--- src/rtl/serial_adder_n.sv ---
// rtl/serial_adder_n.sv - bit-serial adder/subtractor with start/busy/done handshake
module serial_adder_n #(
  parameter int WIDTH = 8
) (
  input  logic             clk,
  input  logic             rst,
  input  logic             start,
  input  logic             Sub,
  input  logic [WIDTH-1:0] A,
  input  logic [WIDTH-1:0] B,
  input  logic             Cin,
  output logic             busy,
  output logic             done,
  output logic [WIDTH-1:0] Sum,
  output logic             Cout,
  output logic             Ovf
);

  localparam int CW = $clog2(WIDTH) + 1;

  typedef enum logic [1:0] {
    S_IDLE,
    S_RUN,
    S_DONE
  } state_t;

  state_t           r_state;
  state_t           w_next;
  logic [WIDTH-1:0] r_a;
  logic [WIDTH-1:0] r_b;
  logic [WIDTH-1:0] r_ps;
  logic [CW-1:0]    r_cnt;
  logic             r_c;
  logic             w_bit;
  logic             w_cy;
  logic             w_last;
  logic             w_load;
  logic [WIDTH-1:0] w_ps_next;

  // Single full-adder cell working on the operand LSBs and the carry FF.
  assign w_bit  = r_a[0] ^ r_b[0] ^ r_c;
  assign w_cy   = (r_a[0] & r_b[0]) | (r_a[0] & r_c) | (r_b[0] & r_c);
  assign w_last = (r_cnt == CW'(WIDTH - 1));

  // New result bit enters at the MSB; for a 1-bit adder it is the whole result.
  generate
    if (WIDTH == 1) begin : g_ps_w1
      assign w_ps_next = w_bit;
    end else begin : g_ps_wn
      assign w_ps_next = {w_bit, r_ps[WIDTH-1:1]};
    end
  endgenerate

  // Next-state and handshake decode; start is only honoured outside RUN.
  always_comb begin
    w_next = r_state;
    w_load = 1'b0;
    busy   = 1'b0;
    done   = 1'b0;
    case (r_state)
      S_IDLE: begin
        if (start) begin
          w_load = 1'b1;
          w_next = S_RUN;
        end
      end
      S_RUN: begin
        busy = 1'b1;
        if (w_last) w_next = S_DONE;
      end
      S_DONE: begin
        done = 1'b1;
        if (start) begin
          w_load = 1'b1;
          w_next = S_RUN;
        end else begin
          w_next = S_IDLE;
        end
      end
      default: w_next = S_IDLE;
    endcase
  end

  // State register.
  always_ff @(posedge clk or posedge rst) begin
    if (rst) r_state <= S_IDLE;
    else     r_state <= w_next;
  end

  // Datapath: capture operands on accepted start, shift one bit per RUN cycle.
  // Subtract is done as A + ~B + ~Cin, so Sub need not be kept after capture.
  always_ff @(posedge clk or posedge rst) begin
    if (rst) begin
      r_a   <= '0;
      r_b   <= '0;
      r_ps  <= '0;
      r_cnt <= '0;
      r_c   <= 1'b0;
    end else if (w_load) begin
      r_a   <= A;
      r_b   <= Sub ? ~B : B;
      r_c   <= Sub ? ~Cin : Cin;
      r_cnt <= '0;
    end else if (r_state == S_RUN) begin
      r_a   <= r_a >> 1;
      r_b   <= r_b >> 1;
      r_ps  <= w_ps_next;
      r_c   <= w_cy;
      r_cnt <= r_cnt + CW'(1);
    end
  end

  // Visible results update only on the edge entering DONE; overflow is the
  // carry into the MSB cell XOR the carry out of it.
  always_ff @(posedge clk or posedge rst) begin
    if (rst) begin
      Sum  <= '0;
      Cout <= 1'b0;
      Ovf  <= 1'b0;
    end else if (r_state == S_RUN && w_last) begin
      Sum  <= w_ps_next;
      Cout <= w_cy;
      Ovf  <= r_c ^ w_cy;
    end
  end

endmodule

--- config.mk ---
export PLATFORM = sky130hd
export DESIGN_NAME = serial_adder_n
export DESIGN_NICKNAME = d
export VERILOG_FILES = /design/src/rtl/serial_adder_n.sv
export SDC_FILE = /design/constraint.sdc
export NUM_CORES = 1
export LEC_CHECK = 0
export CAP_MARGIN = 30
export CORE_UTILIZATION = 45
export CTS_BUF_LIST = sky130_fd_sc_hd__clkbuf_2
export CTS_CLUSTER_DIAMETER = 150
export DETAILED_ROUTE_END_ITERATION = 16
export PLACE_DENSITY = 0.73
export SKIP_CTS_REPAIR_TIMING = 1
export SYNTH_ARGS = -nofsm -noshare
export SYNTH_HDL_FRONTEND = slang
export SYNTH_SLANG_ARGS = --single-unit
--- constraint.sdc ---
create_clock -name clk -period 1.6 [get_ports clk]
set_clock_uncertainty 0.2 [all_clocks]
set_input_delay 0.24 -clock clk [delete_from_list [all_inputs] [get_ports clk]]
set_output_delay 0.24 -clock clk [all_outputs]
set_load 0.01 [all_outputs]
==> impl_metrics.env <==
export IMPL_outcome="complete, but fails checks"
export IMPL_failing_checks="negative setup slack"
export IMPL_timing_critical_path_depth=5
export IMPL_antenna_found_initial=0
export IMPL_core_area_um2=3740
export IMPL_family_with_the_most_delay_on_the_worst_path="flip-flops"
export IMPL_numCtsBuffers=5
export IMPL_grt_first_pass_wirelength_um=5970
export IMPL_die_area_um2=4220
export IMPL_worstPathBufferInverterCount=1
export IMPL_r2r_start="r_cnt[1]"
export IMPL_seq_total_area_yosys_pct=56.1
export IMPL_finalWeightedCongestion=0.779
export IMPL_syn2layout_area_growth_pct=33.8
export IMPL_clk_pin_slew_ns=0.21
export IMPL_setup_tns_ns=-0.548
export IMPL_critical_path_max_stage_delay_ns=0.41
export IMPL_final_antenna_net_count=0
export IMPL_hpwlAfterDp_um=2470
export IMPL_syn_inst=166
export IMPL_initial_core_util_pct=47.6
export IMPL_leakagePower_nw=1.22
export IMPL_floorplan_die_height_um=64.9
export IMPL_post_synth_cell_area_avg_um2=10.7
export IMPL_drc_errors=0
export IMPL_cp_cell_instances="ha_2, nand2_2, nor3_4, buf_12, mux2_2"
export IMPL_post_synth_main_area_contributors="dfrtp_1 (56%), nand2_1 (9.1%), mux2_2 (6.9%)"
export IMPL_postRouteWirelength_um=3680
export IMPL_setup_worst_path_class="reg -> reg"
export IMPL_detail_route_first_pass_iterations=4
export IMPL_tritoncts="built"
export IMPL_nNetsFinal=237
export IMPL_synth_cell_area_um2=1780
export IMPL_root_buffer="clkbuf_2"
export IMPL_ys_warnings_count=0
export IMPL_setup_viol=11
export IMPL_pwr_total_mw=4.40
export IMPL_routed_via_density=5.21
export IMPL_powerDensity_nw_per_um2=1840
export IMPL_cts_root_to_sink_buffers=2
export IMPL_period_needed_ns=1.66
export IMPL_critPathArrivalTime_ns=1.77
export IMPL_endpoint="Ovf"
export IMPL_cap_viol_max_count=0
export IMPL_detailroute_via_count=1369
export IMPL_maxSlewViolCount=0
export IMPL_grt_overflow_total=0
export IMPL_synth_top_cell_by_area="dfrtp_1"
export IMPL_cts_htree_levels=2
export IMPL_worst_ep_required_time_ns=1.70
export IMPL_drive_gt1_share_pct=21.4
export IMPL_fmax_mhz=601
export IMPL_crit_slowest_cell="dfrtp_1"
export IMPL_worst_hold_slack_ns=0.163
export IMPL_clk_insertion_delay_late_ns=0.41
export IMPL_crit_start="r_cnt[1]"
export IMPL_max_vdd_ir_drop_uv=928
export IMPL_slew_limit_headroom_pct=83.9
export IMPL_final_hold_violation_count=0
export IMPL_dr_first_iter_drc_count=87
export IMPL_timing_critical_path_to_type="register"
export IMPL_synth_fp_nets=189
export IMPL_antenna_diode_count=0
export IMPL_place_ws_ns=-0.0864
export IMPL_min_path_type="in -> reg"
export IMPL_synthDistinctLibCells=28
export IMPL_postSynthRegisterBits=40
export IMPL_avgRoutedWirePerCell_um=14.0
export IMPL_largest_driver_fanout_on_the_critical_path=11
export IMPL_terminus_of_the_critical_flop_to_flop_path="Ovf"
export IMPL_setup_reg_to_reg_worst_slack_ns=-0.06
export IMPL_grt_use_total_pct=19.3
export IMPL_reg2reg_depth=5
export IMPL_clkSinkCount=40
export IMPL_grt_setup_unrepaired="true"
export IMPL_finalNonFillerCells=263
export IMPL_buffer_ports_inserted=32
export IMPL_vias_in_the_first_global_route=1312
export IMPL_finalCritPeriodShare_pct=104
export IMPL_boundaryPins=33
export IMPL_synth_top_cell_area_share_pct=56.1
export IMPL_number_of_cells_in_the_design_after_placement=251
export IMPL_rows=22
export IMPL_die_width_um=64.9
export IMPL_startpoint_type="register"
export IMPL_timing_worst_slew_pin_value_ns=0.241
export IMPL_grt_start_max_net_pins=41
export IMPL_final_ws_setup_ns=-0.0629
==> registers in the layout, summed over array words and instances (netlist names) <==
| register | count |
|---|---|
| r_b | 8 |
| r_ps | 7 |
| r_c | 1 |
| r_cnt | 4 |
| r_state | 2 |
| Ovf | 1 |
| Cout | 1 |
| Sum | 8 |
| r_a | 8 |
==> cell usage after synthesis <==
cell      number
a21oi_1        1
a221o_1        3
a22o_1         2
a22oi_1        4
a31oi_1        6
buf_2          7
buf_4          3
buf_6          1
dfrtp_1       40
fa_1           1
ha_1           1
inv_1          1
inv_2          1
mux2_2        11
mux2i_1        2
nand2_1       43
nand2b_1       1
nand2b_4       1
nand3_1        4
nand4_1        1
nor2_1        13
nor2b_1        2
nor3_1         2
nor3_4         1
o21ai_0        1
o22ai_1        2
xnor2_1        4
xor2_1         7
==> cells by family (layout without fill, tap and decap cells) <==
logic type | after synthesis | after routing | share of synthesized area (%)
simple gates | 68 | 68 | 16.6
flops | 40 | 40 | 56.1
compound gates | 19 | 19 | 7.72
mux | 13 | 13 | 8.07
buf+inv | 13 | 62 | 4.28
xor+xnor | 11 | 11 | 5.40
fa+ha+maj | 2 | 2 | 1.82
==> final cells by class <==
| class | instances | area, µm² |
|---|---|---|
| multi-input cells | 113 | 723 |
| flip-flops and latches | 40 | 1000 |
| well taps | 48 | 60.1 |
| fillers | 313 | 1360 |
| clock inverters | 3 | 37.5 |
| clock buffers | 5 | 25.0 |
| repair buffers | 52 | 529 |
| inverters | 2 | 10.0 |
==> placed cells by master (no fill, tap or decap), drive strengths merged <==
master,count
o22ai,2
nor2b,2
xnor2,4
a21oi,1
dlymetal6s2s,10
mux2,11
dfrtp,40
o21ai,1
a22o,2
buf,21
inv,2
clkbuf,5
nor3,3
ha,1
clkdlybuf4s50,20
clkinv,2
nand3,4
nor2,13
nand4,1
nand2b,2
a221o,3
a31oi,6
xor2,7
fa,1
mux2i,2
nand2,43
a22oi,4
dlygate4sd3,1
bufinv,1
==> power by group <==
part / leakage, nW / switching (mW) / internal [mW]
Combinational: 0.684 / 0.970 / 1.08
Clock: 0.0380 / 0.333 / 0.254
Sequential: 0.500 / 0.293 / 1.47
Total: 1.22 / 1.60 / 2.80
==> worst min-delay path by stage <==
stage,start,end,depth (start not counted)
6_report,A[7],r_a[7],3
4_1_cts,rst,Sum[7],3
3_5_place_dp,r_ps[7],r_ps[6],2
5_1_grt,A[7],r_a[7],3
2_1_floorplan,A[0],r_a[0],2
3_3_place_gp,r_ps[1],r_ps[1],2
==> layer usage <==
metal  GRT usage, %  part of all wire, %  up-vias
li1               -                    -      648
met1           24.8                   45      685
met2           29.9                   49       30
met3           6.16                  4.2        6
met4           7.78                  1.4        0
met5              0                    0        -
==> stage by stage <==
stage,utilization (%),instance area (µm²)
floorplan,-,1780
global placement,60.2,2250
detailed placement,60.2,2250
CTS,61.8,2310
global route,63.7,2390
finish,63.7,2390
==> tightest hold or removal path, stage by stage <==
cell and delay, ns:
clkdlybuf4s50_1 0.40, nand2_1 0.06, a21oi_1 0.05
(Power assumes the default switching activity.)
